$ cat src/rtl/mem_slot_arbiter_pkg.sv
// Shared constants for the memory slot arbiter: requester indices, one-hot grants, TS/DMA pointer.
// Pure definitions, no logic.
package mem_slot_arbiter_pkg;

  localparam int RQ_VID = 0;
  localparam int RQ_CPU = 1;
  localparam int RQ_TS  = 2;
  localparam int RQ_DMA = 3;

  localparam logic [3:0] GNT_NONE = 4'b0000;
  localparam logic [3:0] GNT_VID  = 4'b0001;
  localparam logic [3:0] GNT_CPU  = 4'b0010;
  localparam logic [3:0] GNT_TS   = 4'b0100;
  localparam logic [3:0] GNT_DMA  = 4'b1000;

  localparam int STARVE_DEFAULT = 8;

  // Round-robin pointer between the two low-priority engines.
  typedef enum logic {
    RR_TS  = 1'b0,
    RR_DMA = 1'b1
  } rr_t;

endpackage

$ cat src/rtl/slot_prio_pick.sv
// Combinational slot winner: video > starved DMA > CPU > TS/DMA round-robin, one-hot result.
// Zero latency; no backpressure (pure function of its inputs).
module slot_prio_pick
  import mem_slot_arbiter_pkg::*;
(
  input  logic [3:0] req,
  input  logic       rr,
  input  logic       starve,
  output logic [3:0] win
);

  always_comb begin
    win = GNT_NONE;
    if (req[RQ_VID]) begin
      win = GNT_VID;
    end else if (req[RQ_DMA] && starve) begin
      win = GNT_DMA;
    end else if (req[RQ_CPU]) begin
      win = GNT_CPU;
    end else if (req[RQ_TS] && (rr == RR_TS || !req[RQ_DMA])) begin
      // TS takes the slot on its turn, or whenever DMA is not asking.
      win = GNT_TS;
    end else if (req[RQ_DMA]) begin
      win = GNT_DMA;
    end
  end

endmodule

$ cat src/rtl/mem_slot_arbiter.sv
// Shares one memory bus among video/CPU/TS/DMA in 4-clock slots decided on each c3 edge.
// Latency: grant/bus visible 1 clk after c3, ack 4 clks later; no backpressure, losers keep req high.
module mem_slot_arbiter
  import mem_slot_arbiter_pkg::*;
#(
  parameter int AW     = 21,
  parameter int DW     = 16,
  parameter int STARVE = STARVE_DEFAULT
) (
  input  logic          clk,
  input  logic          rst,
  input  logic          c0,
  input  logic          c3,
  input  logic [3:0]    req,
  input  logic [AW-1:0] addr_vid,
  input  logic [AW-1:0] addr_cpu,
  input  logic [AW-1:0] addr_ts,
  input  logic [AW-1:0] addr_dma,
  input  logic          we_cpu,
  input  logic          we_dma,
  input  logic [DW-1:0] wdata_cpu,
  input  logic [DW-1:0] wdata_dma,
  output logic [3:0]    grant,
  output logic [3:0]    ack,
  output logic          mem_req,
  output logic [AW-1:0] mem_addr,
  output logic          mem_we,
  output logic [DW-1:0] mem_wdata
);

  rr_t           rr_q;
  rr_t           rr_d;
  logic [3:0]    starve_q;
  logic [3:0]    starve_d;
  logic          starve;
  logic [3:0]    win;
  logic [AW-1:0] addr_d;
  logic          we_d;
  logic [DW-1:0] wdata_d;
  logic [3:0]    grant_q;

  assign starve = (starve_q >= 4'(STARVE));

  slot_prio_pick u_pick (
    .req    (req),
    .rr     (rr_q),
    .starve (starve),
    .win    (win)
  );

  // Pointer and starvation bookkeeping, committed only on arbitration edges.
  always_comb begin
    rr_d     = rr_q;
    starve_d = starve_q;
    if (win == GNT_TS) begin
      rr_d = RR_DMA;
    end else if (win == GNT_DMA) begin
      rr_d = RR_TS;
    end
    if (!req[RQ_DMA] || win == GNT_DMA) begin
      starve_d = '0;
    end else if (starve_q != 4'hF) begin
      starve_d = starve_q + 4'd1;
    end
  end

  // Read-only requesters and idle slots keep the last write data; idle keeps the address too.
  always_comb begin
    addr_d  = mem_addr;
    we_d    = 1'b0;
    wdata_d = mem_wdata;
    case (win)
      GNT_VID: addr_d = addr_vid;
      GNT_CPU: begin
        addr_d  = addr_cpu;
        we_d    = we_cpu;
        wdata_d = wdata_cpu;
      end
      GNT_TS:  addr_d = addr_ts;
      GNT_DMA: begin
        addr_d  = addr_dma;
        we_d    = we_dma;
        wdata_d = wdata_dma;
      end
      default: ;
    endcase
  end

  always_ff @(posedge clk or posedge rst) begin
    if (rst) begin
      grant     <= GNT_NONE;
      ack       <= GNT_NONE;
      mem_req   <= 1'b0;
      mem_addr  <= '0;
      mem_we    <= 1'b0;
      mem_wdata <= '0;
      rr_q      <= RR_TS;
      starve_q  <= '0;
    end else begin
      ack <= GNT_NONE;
      if (c3) begin
        ack       <= grant;
        grant     <= win;
        mem_req   <= |win;
        mem_addr  <= addr_d;
        mem_we    <= we_d;
        mem_wdata <= wdata_d;
        rr_q      <= rr_d;
        starve_q  <= starve_d;
      end
    end
  end

  always_ff @(posedge clk or posedge rst) begin
    if (rst) begin
      grant_q <= GNT_NONE;
    end else begin
      grant_q <= grant;
    end
  end

  // Slot ownership may only change on the c0 clock that follows an arbitration edge.
  always_ff @(posedge clk) begin
    if (!rst) begin
      if (grant != grant_q) begin
        assert (c0);
      end
      assert ($onehot0(grant));
      assert ($onehot0(ack));
    end
  end

endmodule

$ cat config.mk
export PLATFORM = sky130hd
export DESIGN_NAME = mem_slot_arbiter
export DESIGN_NICKNAME = d
export VERILOG_FILES = /design/src/rtl/mem_slot_arbiter_pkg.sv /design/src/rtl/slot_prio_pick.sv /design/src/rtl/mem_slot_arbiter.sv
export SDC_FILE = /design/constraint.sdc
export NUM_CORES = 1
export LEC_CHECK = 0
export CELL_PAD_IN_SITES_DETAIL_PLACEMENT = 0
export CELL_PAD_IN_SITES_GLOBAL_PLACEMENT = 1
export CORE_ASPECT_RATIO = 0.5
export CORE_MARGIN = 3
export CORE_UTILIZATION = 44
export CTS_CLUSTER_DIAMETER = 150
export DETAILED_ROUTE_END_ITERATION = 6
export DONT_BUFFER_PORTS = 1
export GPL_TIMING_DRIVEN = 0
export PLACE_DENSITY = 0.78
export SETUP_SLACK_MARGIN = 0.02
export SLEW_MARGIN = 20
export SYNTH_ARGS = -nofsm -noshare
export SYNTH_HDL_FRONTEND = slang
export SYNTH_SLANG_ARGS = --single-unit
$ cat constraint.sdc
create_clock -name clk -period 1.73 [get_ports clk]
set_input_delay 0.173 -clock clk [delete_from_list [all_inputs] [get_ports clk]]
set_output_delay 0.173 -clock clk [all_outputs]
set_load 0.05 [all_outputs]
==> impl_metrics.yaml <==
synthesis:
  synth_top_cells_by_area: "dfrtp_1, a222oi_1, nor2_1"
  synthCells: 255
  ys_types: 33
  ys_ff_latch: 52
  synth_commonest_cells: "dfrtp_1, nor2_1, nand2_1"
  synth_top_flop_cell: "dfrtp_1"
  synth.most_common_cell: "dfrtp_1"
  synth_fp_nets: 383
  synth_top_area_cell: "dfrtp_1"
  synth_seq_area_share: 0.509
  syn-cell-area_sq_um: 2560
  synthArstFlopShare: 1.00
  synth_top_area_frac: 0.509
  synth_edf_count: 0
  syn_area_per_cell_sq_um: 10.0
  ys_warn_count: 0
cts:
  clk_pin_slew_ns: 0.07
  cts_buffer_depth: 2
  clk_latency_ns: 0.28
  cts_max_level: 2
  ctsRootBufferMaster: "clkbuf_16"
  cts_tree: "built"
  clock-sinks: 52
  cts_buffers: 5
floorplan:
  initial_utilization: 0.487
  num_io_pins: 173
  die_h_um: 59.9
  fp.dieW_um: 114
  rows: 18
  dieArea_sq_um: 6820
  core_sq_um: 5250
final_layout:
  multi_input_area_sq_um: 1150
  fillers: 457
  fin_nets: 395
  areaGrowthSynthToFinish_pct: 17.1
  final_layout_size_suffix_gt1_frac: 0.164
  antenna-diode-count: 0
  seq_area_sq_um: 1300
route:
  top_layer_used: "met4"
  ant_nets: 0
  met2_length_mm: 3.54
  first_pass_iters: 5
  first_iter_violations: 133
  routed-via-count: 2114
  drc: 0
  met1Wirelength_mm: 2.89
  met3_length_um: 722
  routed_wl_mm: 7.17
  wl_per_cell_um: 21.2
  viasPerCell: 6.25
setup_path:
  r2r_slack_ns: 0.07
  crit_path_max_incr_delay_ns: 0.43
  crit_slowest_cell: "dfrtp_2"
  worstPathRequired_ns: 1.90
  critical_path.startpoint: "starve_q[3]$_DFFE_PP0P_"
  r2r-start: "starve_q[3]$_DFFE_PP0P_"
  critPathCapture: "mem_wdata[0]$_DFFE_PP0P_"
  crit_top_cell: "buf_6"
  crit_chain: "buf_6 -> nor3b_4 -> nor4b_4 -> buf_4 -> buf_6 -> mux2i_1 -> a21oi_1"
  r2r_end: "mem_wdata[0]$_DFFE_PP0P_"
  rr_worst_depth: 7
  crit_type: "reg -> reg"
  cp_max_fo: 10
  start_kind: "register"
  cp.arrival_ns: 1.83
  critPathCaptureType: "register"
sta:
  hold_viol: 0
  slew_headroom: 0.652
  slew_viol_final: 0
  hold_slack_ns: 0.0283
  worstMarginPinSlew_ns: 0.522
  setup_slack_ns: 0.0688
  setup_viol: 0
  period_share: 0.960
  fmax_mhz: 602
  period_minus_slack_ns: 1.66
  grt_setup_unrepaired: "true"
  skew_ns: 0.00534
grt:
  grt_pass1_wl_mm: 10.5
  grt_pass1_vias: 2080
  grtUsageTotal: 0.199
  antenna_found_initial: 0
  overflow: 0
  grt_max_degree: 20
hold_path:
  min_from: "addr_dma[2]"
  hp-class: "in -> reg"
pwr:
  powerDensity_nw_per_um2: 1230
  p_total_mw: 3.69
  ir_drop_mv: 0.560
  p_leak_nw: 1.20
place:
  place_ws_ns: -0.0805
  gp_congestion: 0.743
  dpl.hpwl_mm: 5.51
  port_buffers: 0
status:
  status: "finished clean"
run:
  maxCapViolations: 0
-- placed cells by master, fill, tap and decap left out, drive strengths merged, types with 2 or more instances in the layout --
| master | synthesis | routed |
|---|---|---|
| a21oi | 17 | 17 |
| a222oi | 21 | 21 |
| a22o | 3 | 3 |
| a31oi | 21 | 21 |
| and2 | 3 | 3 |
| buf | 10 | 16 |
| clkbuf | 11 | 15 |
| dfrtp | 52 | 52 |
| ha | 2 | 2 |
| inv | 5 | 5 |
| mux2 | 4 | 4 |
| mux2i | 16 | 16 |
| nand2 | 24 | 24 |
| nand3 | 3 | 3 |
| nor2 | 44 | 44 |
| nor2b | 2 | 2 |
| nor4b | 2 | 2 |
| o21ai | 3 | 3 |
-- per-stage QoR --
step / cells / cell area (sq um) / setup TNS, ns / utilization
global route: 338 / 3000 / -0.143 / 0.571
finish: 338 / 3000 / 0 / 0.571
detailed placement: 327 / 2700 / -0.921 / 0.515
floorplan: 255 / 2560 / 0 / -
CTS: 336 / 2890 / 0 / 0.551
global placement: 325 / 2650 / -14.97 / 0.504
-- state kept, by name, summed over array words and instances, names as in the netlist --
| register | count |
|---|---|
| mem_req | 1 |
| starve_q | 4 |
| ack | 4 |
| mem_wdata | 16 |
| mem_we | 1 |
| mem_addr | 21 |
| grant | 4 |
| rr_q | 1 |
-- layout make-up --
type	instances	area share
multi-input combinational	177	0.385
timing repair buffer	7	0.0388
inverter	5	0.00627
clock buffer	6	0.0464
clock inverter	2	0.0129
buffer	19	0.0464
sequential	52	0.435
tap	70	0.0292
-- cell families after synthesis --
kind of cell               after synthesis  share of synthesized area
AOI/OAI and AO/OA                       69                      0.195
DFF                                     52                      0.509
muxes                                   20                     0.0802
buffers and inverters                   26                     0.0499
and+or+nand+nor                         86                      0.156
adders and majority gates                2                    0.00978
-- power breakdown --
part	total, mW	switching [mW]	internal [mW]
clock	1.14	0.419	0.724
sequential	2.10	0.720	1.38
combinational	0.447	0.233	0.214
total	3.69	1.37	2.32
-- repair_timing --
action / CTS / global route
endpoints found under the setup margin: 23 / 37
buffers inserted: 0 / 2
hold buffers: 1 / 0
gates resized for setup: 3 / 30
pin swaps: 0 / 7
hold endpoints to repair: 16 / 0
gates cloned: 0 / 2
-- how the worst min path moves through the flow --
stage                                end  slack [ns]  depth (start not counted)
6_report         mem_addr[2]$_DFFE_PP0P_        0.03                          2
3_5_place_dp   mem_wdata[10]$_DFFE_PP0P_        0.07                          1
5_1_grt               mem_we$_DFFE_PP0P_        0.03                          2
3_3_place_gp     mem_addr[0]$_DFFE_PP0P_        0.32                          2
2_1_floorplan    mem_addr[0]$_DFFE_PP0P_        0.31                          2
4_1_cts          mem_addr[0]$_DFFE_PP0P_        0.03                          2
-- layer usage --
layer | up-vias | track usage
li1 | 971 | -
met1 | 1031 | 0.249
met2 | 110 | 0.348
met3 | 2 | 0.0708
met4 | 0 | 0.0237
met5 | - | 0
-- worst max-delay path: cells and delay by family (launching register included) --
kind	cells	cell delay [ns]
mux	1	0.23
simple gates	2	0.30
flops	1	0.43
buf+inv	3	0.49
compound gates	1	0.08
Note: power is estimated with default switching activity, not from simulation.
